### src/rtl/ifq_line_ctrl_if.sv
// Handshake bundle for ifq_line_ctrl: fetch-side line input, line-buffer (mem) port, decode-side word output.
// master = controller side, slave = environment (fetch, mem, decode).
interface ifq_line_ctrl_if #(
    parameter int unsigned LINE_W = 128,
    parameter int unsigned WORD_W = 32,
    parameter int unsigned PTR_W  = 2
);
    logic              line_valid;
    logic              line_ready;
    logic [PTR_W-1:0]  mem_Wrp;
    logic              mem_Wr_en;
    logic [PTR_W-1:0]  mem_Rdp;
    logic [LINE_W-1:0] mem_dataOut;
    logic              flush;
    logic [1:0]        flush_offset;
    logic [WORD_W-1:0] instr;
    logic              instr_valid;
    logic              instr_ready;
    logic [PTR_W:0]    level;

    modport master (
        input  line_valid, mem_dataOut, flush, flush_offset, instr_ready,
        output line_ready, mem_Wrp, mem_Wr_en, mem_Rdp, instr, instr_valid, level
    );

    modport slave (
        output line_valid, mem_dataOut, flush, flush_offset, instr_ready,
        input  line_ready, mem_Wrp, mem_Wr_en, mem_Rdp, instr, instr_valid, level
    );
endinterface

### src/rtl/ifq_line_ctrl.sv
// Instruction fetch queue controller over a 4 x 128-bit line buffer; unpacks lines into 32-bit words.
// Optional macro IFQ_SAMECYCLE_EN: lets a full queue accept a line in the cycle its head line retires.
module ifq_line_ctrl #(
    parameter int unsigned LINE_W = 128,
    parameter int unsigned WORD_W = 32,
    parameter int unsigned PTR_W  = 2
) (
    input  logic          clk,
    input  logic          reset,
    ifq_line_ctrl_if.master bus
);
    localparam int unsigned WORDS = LINE_W / WORD_W;

    logic [PTR_W:0]    wr_ptr;
    logic [PTR_W:0]    rd_ptr;
    logic [1:0]        word_idx;
    logic [1:0]        start_idx;

    logic              empty;
    logic              full;
    logic              pop;
    logic              last_word;
    logic              accept;
    logic [WORD_W-1:0] words [WORDS];

    // Slice the head line into words; word 0 is the least significant.
    for (genvar g = 0; g < WORDS; g++) begin : g_words
        assign words[g] = bus.mem_dataOut[g*WORD_W +: WORD_W];
    end

    always_comb begin
        empty     = (wr_ptr == rd_ptr);
        full      = (wr_ptr[PTR_W-1:0] == rd_ptr[PTR_W-1:0]) && (wr_ptr[PTR_W] != rd_ptr[PTR_W]);
        pop       = !empty && bus.instr_ready;
        last_word = (word_idx == 2'd3);
`ifdef IFQ_SAMECYCLE_EN
        bus.line_ready = (!full || (pop && last_word)) && !bus.flush;
`else
        bus.line_ready = !full && !bus.flush;
`endif
        accept          = bus.line_valid && bus.line_ready;
        bus.mem_Wr_en   = accept;
        bus.mem_Wrp     = wr_ptr[PTR_W-1:0];
        bus.mem_Rdp     = rd_ptr[PTR_W-1:0];
        bus.instr       = words[word_idx];
        bus.instr_valid = !empty;
        bus.level       = wr_ptr - rd_ptr;
    end

    // Flush overrides any same-cycle write or pop and re-seeds the word offset.
    always_ff @(posedge clk or posedge reset) begin
        if (reset) begin
            wr_ptr    <= '0;
            rd_ptr    <= '0;
            word_idx  <= 2'd0;
            start_idx <= 2'd0;
        end else if (bus.flush) begin
            wr_ptr    <= '0;
            rd_ptr    <= '0;
            word_idx  <= bus.flush_offset;
            start_idx <= bus.flush_offset;
        end else begin
            if (accept) begin
                wr_ptr <= wr_ptr + (PTR_W+1)'(1);
            end
            if (pop) begin
                if (last_word) begin
                    word_idx  <= 2'd0;
                    rd_ptr    <= rd_ptr + (PTR_W+1)'(1);
                    start_idx <= 2'd0;
                end else begin
                    word_idx  <= word_idx + 2'd1;
                end
            end
        end
    end

    // The word cursor never falls below the head line's starting offset.
    assert property (@(posedge clk) disable iff (reset) word_idx >= start_idx);

endmodule

### src/flat_wrapper.sv
// flat-port wrapper written by rule: the top's interface ports become plain ports
module ifq_line_ctrl_flat 
#(
    parameter int unsigned LINE_W = 128,
    parameter int unsigned WORD_W = 32,
    parameter int unsigned PTR_W  = 2
)
  (clk, reset, bus_line_valid, bus_mem_dataOut, bus_flush, bus_flush_offset, bus_instr_ready, bus_line_ready, bus_mem_Wrp, bus_mem_Wr_en, bus_mem_Rdp, bus_instr, bus_instr_valid, bus_level);
  ifq_line_ctrl_if #(.LINE_W(LINE_W), .WORD_W(WORD_W), .PTR_W(PTR_W)) bus_i ();
  input  logic clk;
  input  logic reset;
  input wire logic [$bits(bus_i.line_valid)-1:0] bus_line_valid;
  input wire logic [$bits(bus_i.mem_dataOut)-1:0] bus_mem_dataOut;
  input wire logic [$bits(bus_i.flush)-1:0] bus_flush;
  input wire logic [$bits(bus_i.flush_offset)-1:0] bus_flush_offset;
  input wire logic [$bits(bus_i.instr_ready)-1:0] bus_instr_ready;
  output wire logic [$bits(bus_i.line_ready)-1:0] bus_line_ready;
  output wire logic [$bits(bus_i.mem_Wrp)-1:0] bus_mem_Wrp;
  output wire logic [$bits(bus_i.mem_Wr_en)-1:0] bus_mem_Wr_en;
  output wire logic [$bits(bus_i.mem_Rdp)-1:0] bus_mem_Rdp;
  output wire logic [$bits(bus_i.instr)-1:0] bus_instr;
  output wire logic [$bits(bus_i.instr_valid)-1:0] bus_instr_valid;
  output wire logic [$bits(bus_i.level)-1:0] bus_level;
  assign bus_i.line_valid = bus_line_valid;
  assign bus_i.mem_dataOut = bus_mem_dataOut;
  assign bus_i.flush = bus_flush;
  assign bus_i.flush_offset = bus_flush_offset;
  assign bus_i.instr_ready = bus_instr_ready;
  assign bus_line_ready = bus_i.line_ready;
  assign bus_mem_Wrp = bus_i.mem_Wrp;
  assign bus_mem_Wr_en = bus_i.mem_Wr_en;
  assign bus_mem_Rdp = bus_i.mem_Rdp;
  assign bus_instr = bus_i.instr;
  assign bus_instr_valid = bus_i.instr_valid;
  assign bus_level = bus_i.level;
  ifq_line_ctrl #(.LINE_W(LINE_W), .WORD_W(WORD_W), .PTR_W(PTR_W)) u_core (.clk(clk), .reset(reset), .bus(bus_i));
endmodule
### config.mk
export PLATFORM = sky130hd
export DESIGN_NAME = ifq_line_ctrl_flat
export DESIGN_NICKNAME = d
export VERILOG_FILES = /design/src/rtl/ifq_line_ctrl_if.sv /design/src/rtl/ifq_line_ctrl.sv /design/src/flat_wrapper.sv
export SDC_FILE = /design/constraint.sdc
export NUM_CORES = 1
export LEC_CHECK = 0
export ABC_AREA = 1
export CAP_MARGIN = 15
export CORE_MARGIN = 5
export CORE_UTILIZATION = 29
export CTS_CLUSTER_SIZE = 12
export DETAILED_ROUTE_END_ITERATION = 16
export MAX_ROUTING_LAYER = met4
export PLACE_DENSITY = 0.83
export SYNTH_ARGS = -nofsm -noshare
export SYNTH_HDL_FRONTEND = slang
export SYNTH_SLANG_ARGS = --single-unit
### constraint.sdc
create_clock -name clk -period 2.65 [get_ports clk]
set_input_delay 0.3975 -clock clk [delete_from_list [all_inputs] [get_ports clk]]
set_output_delay 0.3975 -clock clk [all_outputs]
set_load 0.01 [all_outputs]
# Yosys cells after proc, flatten, opt, wreduce, memory -nomap -nowiden
# Index checks and enable logic that the tools add are counted.
# Widths: inputs -> output; s select.
word_totals:
  register_bits: 8
  latch_bits: 0
  mem_bits_rw: 0
  rom_bits: 0
  in_bits: 135
  n_memories: 0
op_classes:
  n_addsub: 4
  mul: 0
  div_mod_pow: 0
  magnitude_cmp: 1
  n_eq_ne: 4
  n_shift: 0
  mux: 11
  n_bitwise: 1
  n_reduce_logical: 11
ops:
  columns: ["op", "count"]
  rows:
  - ["$bmux 32 s2", 1]
  - ["$mux 32", 2]
  - ["$mux 3", 5]
  - ["$add 3x1->3 const B", 2]
  - ["$mux 2", 3]
  - ["$reduce_bool 2->1", 3]
  - ["$logic_and 1x1->1", 4]
  - ["$eq 3x3->1", 1]
  - ["$ge 3x3->1 const B", 1]
  - ["$logic_not 1->1", 3]
  - ["$not 2->3", 1]
  - ["$sub 3x3->3", 1]
  - ["$add 2x1->2 const B", 1]
  - ["$eq 2x2->1", 1]
  - ["$eq 2x2->1 const B", 1]
  - ["$reduce_and 2->1", 1]
  - ["$ne 1x1->1", 1]

# Logic depth before layout (Yosys ltp)
# Gate-level depths: netlist of run 1.
depth:
  ltp_word: 7
  mapped_depth: 10
  depth_no_buf: 10

# Worst setup path before layout of run 1
# OpenSTA, ideal clock, no wires.
synth_path:
  path_kind: "flip-flop to output port"
  start: "register u_core.rd_ptr[0]"
  end: "output port bus_level[2]"
  arrival_ns: 1.222
  slack_ns: 1.030
  stages_incl_launch_ff: 4
  path_buffers: 0
  path_cell_list: "dfrtp_1 > ha_1 > fa_1 > xor2_1"
synth_between:
  elab_chain_len: 1
synth_lines:
  columns: ["item", "line_no", "text"]
  rows:
  - ["from (decl)", "ifq_line_ctrl.sv:15", "logic [PTR_W:0] rd_ptr;"]
  - ["from (signal assigned)", "ifq_line_ctrl.sv:69", "rd_ptr <= rd_ptr + (PTR_W+1)'(1);"]
  - ["$sub 3x3->3", "ifq_line_ctrl.sv:47", "bus.level = wr_ptr - rd_ptr;"]
  - ["to (decl)", "flat_wrapper.sv:23", "output wire logic [$bits(bus_i.level)-1:0] bus_level;"]
# Every way passes these cells.

# Worst setup path after layout of run 1
layout_path:
  start: "register u_core.rd_ptr[1]"
  end: "output port bus_mem_Wr_en"
layout_between:
  elab_chain_len: 5
layout_lines:
  columns: ["item", "line_no", "text"]
  rows:
  - ["$eq 2x2->1", "ifq_line_ctrl.sv:33", "full = (wr_ptr[PTR_W-1:0] == rd_ptr[PTR_W-1:0]) && (wr_ptr[PTR_W] != rd_ptr[PTR_W]);"]
  - ["$logic_and 1x1->1", "ifq_line_ctrl.sv:33", null]
  - ["$logic_not 1->1", "ifq_line_ctrl.sv:39", "bus.line_ready = !full && !bus.flush;"]
  - ["$logic_and 1x1->1", "ifq_line_ctrl.sv:39", null]
  - ["$logic_and 1x1->1", "ifq_line_ctrl.sv:41", "accept = bus.line_valid && bus.line_ready;"]
  - ["to (decl)", "flat_wrapper.sv:19", "output wire logic [$bits(bus_i.mem_Wr_en)-1:0] bus_mem_Wr_en;"]
# Every way passes these cells.

==> metrics.md, run 1 <==
| Metric | Value |
|---|---|
| N_diodes | 0 |
| Filler cells | roughly 460 |
| Post-Synthesis Cells | ~260 |
| Final critical-path share of the clock period | 0.911 |
| HP Class | in -> async |
| Area delta synth->final | 122% |
| Mapped Area | 0.00149 mm² |
| Initial antenna violation count | 0 |
| Synth Net Count | 398 |
| Largest net degree at the start of global routing | 67 |
| Cts repair resizes | 0 |
| Worst Setup End Kind | primary output |
| Buffers on Ports | 176 |
| CP Max Fanout | 5 |
| Die height | 81.6 µm |
| Max-cap viol count | 0 |
| Nets@finish | 560 |
| Drt initial violations | 111 |
| DR WL/cell | 15.4 µm |
| Clock Tree Buf Depth | 2 |
| Seq/Total Area, Yosys | 0.135 |
| RD Place Congestion | 0.872 |
| Sinks on Clock Net | 8 |
| Synth Area in XOR/XNOR | 0.0118 |
| # DRC | 0 |
| Yosys top cell area share | 0.167 |
| Synth Warn # | 0 |
| Worst Hold Slack | approximately 0.42 ns |
| Type of origin of the critical path | flop |
| Setup CP Type | reg -> out |
| Via Count | 2457 |
| Unrepaired setup endpoints after global routing | no |
| Final setup TNS | 0 ns |
| Setup WS post-layout | 0.235 ns |
| Max incr delay on CP | 0.53 ns |
| Main combinational cell family by area after synthesis | compound AO/OA/AOI/OAI gates |
| Crit-path cells | inv_1, ha_1, nand2_1, inv_1, nand2_1, nand3_2, inv_2, clkdlybuf4s50_1 |
| # IOs | 177 |
| Antenna-violating nets left | 0 |
| Area leader, netlist | nor2_1 |
| Min Tclk post-route | 2.41 ns |
| First-pass GRT wire length | 11.4 mm |
| Simple-Gate Fraction of Synth Area | 0.284 |
| Core box area | 0.00504 mm² |
| Total Wirelength | 7.53 mm |
| Maximum clock frequency | 414 MHz |
| Max Clock Skew | 0.00157 ns |
| Die area | 0.00665 mm² |
| Vias per cell | 5.03 |
| Reg clk slew, reported paths | ~0.04 ns |
| Root buffer cell | clkbuf_8 |
| Synth Register Bits | 8 |
| Vias in the first global route | 2523 |
| Synth area leaders | nor2_1, o21ai_0, dfrtp_1 |
| Peak supply drop | 0.000480 V |
| Post-synthesis mux area share | 0 |
| Initial Util | 0.295 |
| Final Hold Viols | 0 |
| Layout cells sized above 1 | 0.0455 |
| Cell Pwr Density | 894 mW/mm² |
| Dpl ws | just under 0.3 ns |
| Final count of negative-setup-slack endpoints | 0 |
| GRT Total Usage | 0.225 |
| Die width | about 82 µm |
| Most frequent cell after synthesis | nor2_1 |
| Grt ovf | 0 |
| Slew HR | 0.710 |
| CP Data Arrival Time | around 2.0 ns |
| Cell family with most CP delay | buffers and inverters |
| Synth Area in Adders | 0.0556 |
| Most frequent cells after synthesis | nor2_1, o21ai_0, o22ai_1, o21ai_1, nand2_1 |
| Post-synth EDFFs | 0 |
| Synth Area in Compound Gates | 0.371 |
| CP Buf/Inv Count | 4 |
| Worst Tran Pin Value | 0.435 ns |
| Worst Path Required | about 2.3 ns |
| CTS H-tree lvls | 1 |
| Slowest cell on the critical path | clkdlybuf4s50_1 |
| Main synth FF type | dfrtp_1 |
| TritonCTS clock tree | built |
| CTS Buf Count | 3 |
| Std cell rows | 26 |
| Synth async-reset ratio | 1.00 |
| Lkg Pwr | 1.33 nW |
| Unique cell type count in the Yosys netlist | 21 |
| Status | completed |
| # hold bufs at CTS | 0 |
| Post-CTS Setup Inserts | 0 |
| Slew Viols, Final | 0 |
| Clk_lat worst skew | 0.23 ns |
| Mean Syn Cell Area | slightly below 6 µm² |
| Detailed Routing Iterations Pass 1 | 4 |
| Hpwl dp | 6.09 mm |
power by group:
group / leakage [nW] / total (W) / switching, W / internal, W
sequential: 0.103 / 0.000213 / 0.0000504 / 0.000163
combinational: 1.20 / 0.00258 / 0.00126 / 0.00131
clock: 0.0228 / 0.000157 / 0.0000519 / 0.000105
per-layer routing:
layer,global-route usage,part of all wire,vias to the layer above
met1,0.238,0.38,1111
met5,-,0,-
li1,-,-,1207
met4,0.0608,0.019,0
met2,0.417,0.51,126
met3,0.0515,0.098,13
final timing paths:
path,start,end,slack [ns],depth (start not counted)
setup / recovery,u_core.rd_ptr[1]$_DFFE_PP0P_,bus_mem_Wr_en,0.24,8
hold / removal,reset,u_core.rd_ptr[0]$_DFFE_PP0P_,0.42,2
setup reg to reg,u_core.word_idx[0]$_DFFE_PP0P_,u_core.word_idx[0]$_DFFE_PP0P_,1.11,6
hold reg to reg,u_core.wr_ptr[0]$_DFFE_PP0P_,u_core.wr_ptr[0]$_DFFE_PP0P_,0.57,2
max in group asynchronous,reset,u_core.word_idx[0]$_DFFE_PP0P_,1.95,2
min in group clk,u_core.wr_ptr[0]$_DFFE_PP0P_,u_core.wr_ptr[0]$_DFFE_PP0P_,0.57,2
cell type report:
class / count / area (µm²) / area share
multi-input combinational: 211 / 1070 / 0.325
clock buffer: 4 / 45.0 / 0.0137
timing repair buffer: 181 / 1840 / 0.558
sequential: 8 / 201 / 0.0611
tap: 70 / 87.6 / 0.0265
inverter: 14 / 52.6 / 0.0159
worst register-to-register path, cell delays in order, from the launching register on:
cell and delay (ns):
dfrtp_2 0.41, buf_6 0.23, ha_1 0.25, or2_1 0.28
o21ai_0 0.17, nand2_1 0.06, o21ai_1 0.07
logic make-up (layout without fill, tap and decap cells):
kind of cell             after synthesis  in the layout
AO/OA/AOI/OAI                        102            102
XOR/XNOR                               2              2
adder cells (fa/ha/maj)                6              6
buffers and inverters                 38            199
flip-flops                             8              8
AND/OR/NAND/NOR                      101            101
state kept, by name (all words and copies together), names as in the netlist:
name / count
u_core.rd_ptr: 3
u_core.word_idx: 2
u_core.wr_ptr: 3
through the flow:
| step | area [µm²] | std cells | total power, W | util |
|---|---|---|---|---|
| global route | 3300 | 488 | 0.00322 | 0.654 |
| finish | 3300 | 488 | 0.00295 | 0.654 |
| floorplan | 1490 | 257 | 0.00156 | - |
| global placement | 3250 | 484 | 0.00275 | 0.645 |
| detailed placement | 3250 | 484 | 0.00280 | 0.645 |
| CTS | 3300 | 488 | 0.00297 | 0.654 |
cell usage in the layout (no fill, tap or decap), drive strengths merged:
cell type and n:
o22ai 32, o21ai 68, a21oi 2, clkbuf 4, nand3 8, xor2 2, nand2 26, or2 1
nor2 66, fa 1, buf 5, dfrtp 8, inv 14, ha 5, clkdlybuf4s50 176
Power figures use the tool's default switching activity.
==> run 2: changes to the inputs <==
--- a/config.mk
+++ b/config.mk
@@ -7,6 +7,7 @@
 export LEC_CHECK = 0
 export ABC_AREA = 1
 export CAP_MARGIN = 15
+export CORE_ASPECT_RATIO = 0.75
 export CORE_MARGIN = 5
 export CORE_UTILIZATION = 29
 export CTS_CLUSTER_SIZE = 12
==> run 2 against run 1 <==
  * Maximum frequency shrank 1.8%
  * Wire length grew 3.7%
  * Combinational power shrank 3%
  * Die area is 0.22% higher
  * Non-clock buffer count grew 3
  * Sequential power rose by 28%
  * Utilization grew 1.1 points
  * First-iteration DRC count shrank 47%
  * Clock-buffer cell count did not move
  * Via count shrank 1.3%
  * Clock power about the same
  * Largest cell class unchanged
==> metrics.md, run 2 (synthesized netlist as in run 1, its figures left out) <==
| Metric | Value |
|---|---|
| Status | completed |
| Area delta synth->final | 121% |
| CP Max Fanout | 21 (+16) |
| Met3 Routed Length | 665 µm (-10%) |
| Antenna-violating nets left | 0 (unchanged) |
| Worst Setup End Kind | primary output |
| Most frequent cells in the layout | clkdlybuf4s50_1, nor2_1, o21ai_0, o22ai_1, o21ai_1 |
| Clk_lat worst skew | 0.23 ns (about the same) |
| Reg2Reg Capture Point | u_core.word_idx[0]$_DFFE_PP0P_ |
| Total Wirelength | 7.81 mm (+3.7%) |
| Setup CP Type | reg -> out |
| Reg clk slew, reported paths | 0.05 ns (about the same) |
| Final count of negative-setup-slack endpoints | 0 (unchanged) |
| Nets@finish | 563 (+0.54%) |
| Clock Tree Buf Depth | 2 (unchanged) |
| Layout cells sized above 1 | 0.0523 (+0.00680) |
| Std cell rows | 22 (-15%) |
| Die area | 0.00667 mm² (+0.22%) |
| Crit-path cells | inv_1, buf_4, o21ai_0, o22ai_1, clkdlybuf4s50_1 |
| Cell family with most CP delay | buffers and inverters |
| N_diodes | 0 (unchanged) |
| Drt initial violations | 59 (-47%) |
| Initial Util | 0.301 (+0.00688) |
| Type of origin of the critical path | flop |
| Post-Route M1 WL | 2.92 mm (+3.3%) |
| Unrepaired setup endpoints after global routing | no |
| Grt ovf | 0 (unchanged) |
| Top Layer Used | met4 |
| Die height | 72.0 µm (-12%) |
| Area post-placement | 0.00324 mm² (-0.46%) |
| Max incr delay on CP | 0.60 ns (+0.07 ns) |
| Peak supply drop | 0.000487 V (+1.5%) |
| Max-cap viol count | 0 (unchanged) |
| Core box area | 0.00493 mm² (-2.3%) |
| Root buffer cell | clkbuf_8 |
| WL met2 | 3.96 mm (+3.6%) |
| Final Hold Viols | 0 (unchanged) |
| Slew HR | 0.668 (-0.0420) |
| CTS Buf Count | 3 (unchanged) |
| Largest net degree at the start of global routing | 45 (-33%) |
| Worst Tran Pin Value | 0.498 ns (+0.0630 ns) |
| Slowest cell on the critical path | clkdlybuf4s50_1 |
| Hpwl dp | 6.54 mm (+7.3%) |
| Cts repair resizes | 0 (unchanged) |
| GRT Total Usage | 0.230 (+0.00539) |
| Initial antenna violation count | 0 (unchanged) |
| Buffers on Ports | 176 (unchanged) |
| Sinks on Clock Net | 8 (unchanged) |
| TritonCTS clock tree | built |
| First-pass GRT wire length | 11.9 mm (+4.2%) |
| Via Count | 2426 (-1.3%) |
| CP Data Arrival Time | 2.06 ns (+0.04 ns) |
| # DRC | 0 (unchanged) |
| Final setup TNS | 0 ns (unchanged) |
| Cell Pwr Density | 896 mW/mm² (+0.24%) |
| Vias per cell | 5.04 (+0.18%) |
| R2r setup slk | 1.02 ns (-0.09 ns) |
| Final Cell Area | 0.00328 mm² (-0.57%) |
| DR WL/cell | 16.2 µm (+5.2%) |
| # hold bufs at CTS | 0 (unchanged) |
| Die width | 92.6 µm (+14%) |
| Commonest non-fill, non-tap cell in the layout | clkdlybuf4s50_1 |
| Detailed Routing Iterations Pass 1 | 4 (unchanged) |
| # IOs | 177 (unchanged) |
| Worst Path Required | 2.25 ns (about the same) |
| Max Clock Skew | 0.00238 ns (+0.000809 ns) |
| Final Util | 0.666 (+0.0115) |
| Min Tclk post-route | 2.46 ns (+0.0438 ns) |
| CP Buf/Inv Count | 3 (-1) |
| RD Place Congestion | 0.973 (+12%) |
| Vias in the first global route | 2397 (-5.0%) |
| RR Startpoint | u_core.word_idx[0]$_DFFE_PP0P_ |
| Lkg Pwr | 1.33 nW (+0.25%) |
| Slew Viols, Final | 0 (unchanged) |
| Biggest regs | u_core.rd_ptr x3, u_core.wr_ptr x3, u_core.word_idx x2 |
| CTS H-tree lvls | 1 (unchanged) |
| Post-CTS Setup Inserts | 0 (unchanged) |
| HP Class | in -> async |
| Final critical-path share of the clock period | 0.928 (+0.0165) |
| Worst Reg-to-Reg Cells | 6 (unchanged) |
| Maximum clock frequency | 407 MHz (-1.8%) |
run 2: cell types whose count changed in the layout (fill, tap and decap cells not counted), sizes merged:
cell,change
buf,+3
run 2: how the worst max path moves through the flow:
stage,start,end,cells after the start
finish,u_core.word_idx[1]$_DFFE_PP0P_,bus_instr[30],5
global route,u_core.word_idx[1]$_DFFE_PP0P_,bus_instr[11],5
CTS,u_core.word_idx[1]$_DFFE_PP0P_,bus_instr[30],5
detailed placement,bus_flush,bus_mem_Wr_en,5
global placement,bus_flush,bus_mem_Wr_en,5
floorplan,u_core.rd_ptr[0]$_DFFE_PP0P_,bus_level[2],3
run 2: worst reg2reg max path, cell delays in order (launching register included):
cell and delay, ns:
dfrtp_2 0.51, buf_4 0.26, ha_1 0.21, or2_1 0.27, o21ai_0 0.17, nand2_1 0.06
o21ai_1 0.07
run 2: cell type report:
class | count | area (µm²)
sequential | 8 | 201
tap | 60 | 75.1
timing repair buffer | 184 | 1830
multi-input combinational | 211 | 1070
fill | 463 | 1650
inverter | 14 | 52.6
clock buffer | 4 | 45.0
run 2: through the flow:
stage / hold WS (ns) / setup WS, ns / total power [W] / instances
4_1_cts: 0.434 / 0.195 / 0.00296 / 481
6_report: 0.424 / 0.191 / 0.00294 / 481
3_5_place_dp: 0.575 / 0.263 / 0.00279 / 477
5_1_grt: 0.461 / 0.0438 / 0.00319 / 481
3_3_place_gp: 0.552 / 0.338 / 0.00274 / 477
2_1_floorplan: 0.213 / 1.03 / 0.00156 / 257
run 2: per-layer routing:
layer	GRT usage	up-vias
li1	-	1211
met3	0.0539	18
met2	0.417	119
met4	0.0878	0
met1	0.247	1078
met5	-	-
run 2: where the power goes:
group	total, W	leakage, nW	internal (W)	switching, W
clock	0.000157	0.0228	0.000105	0.0000522
combinational	0.00251	1.21	0.00130	0.00121
sequential	0.000272	0.103	0.000162	0.000110
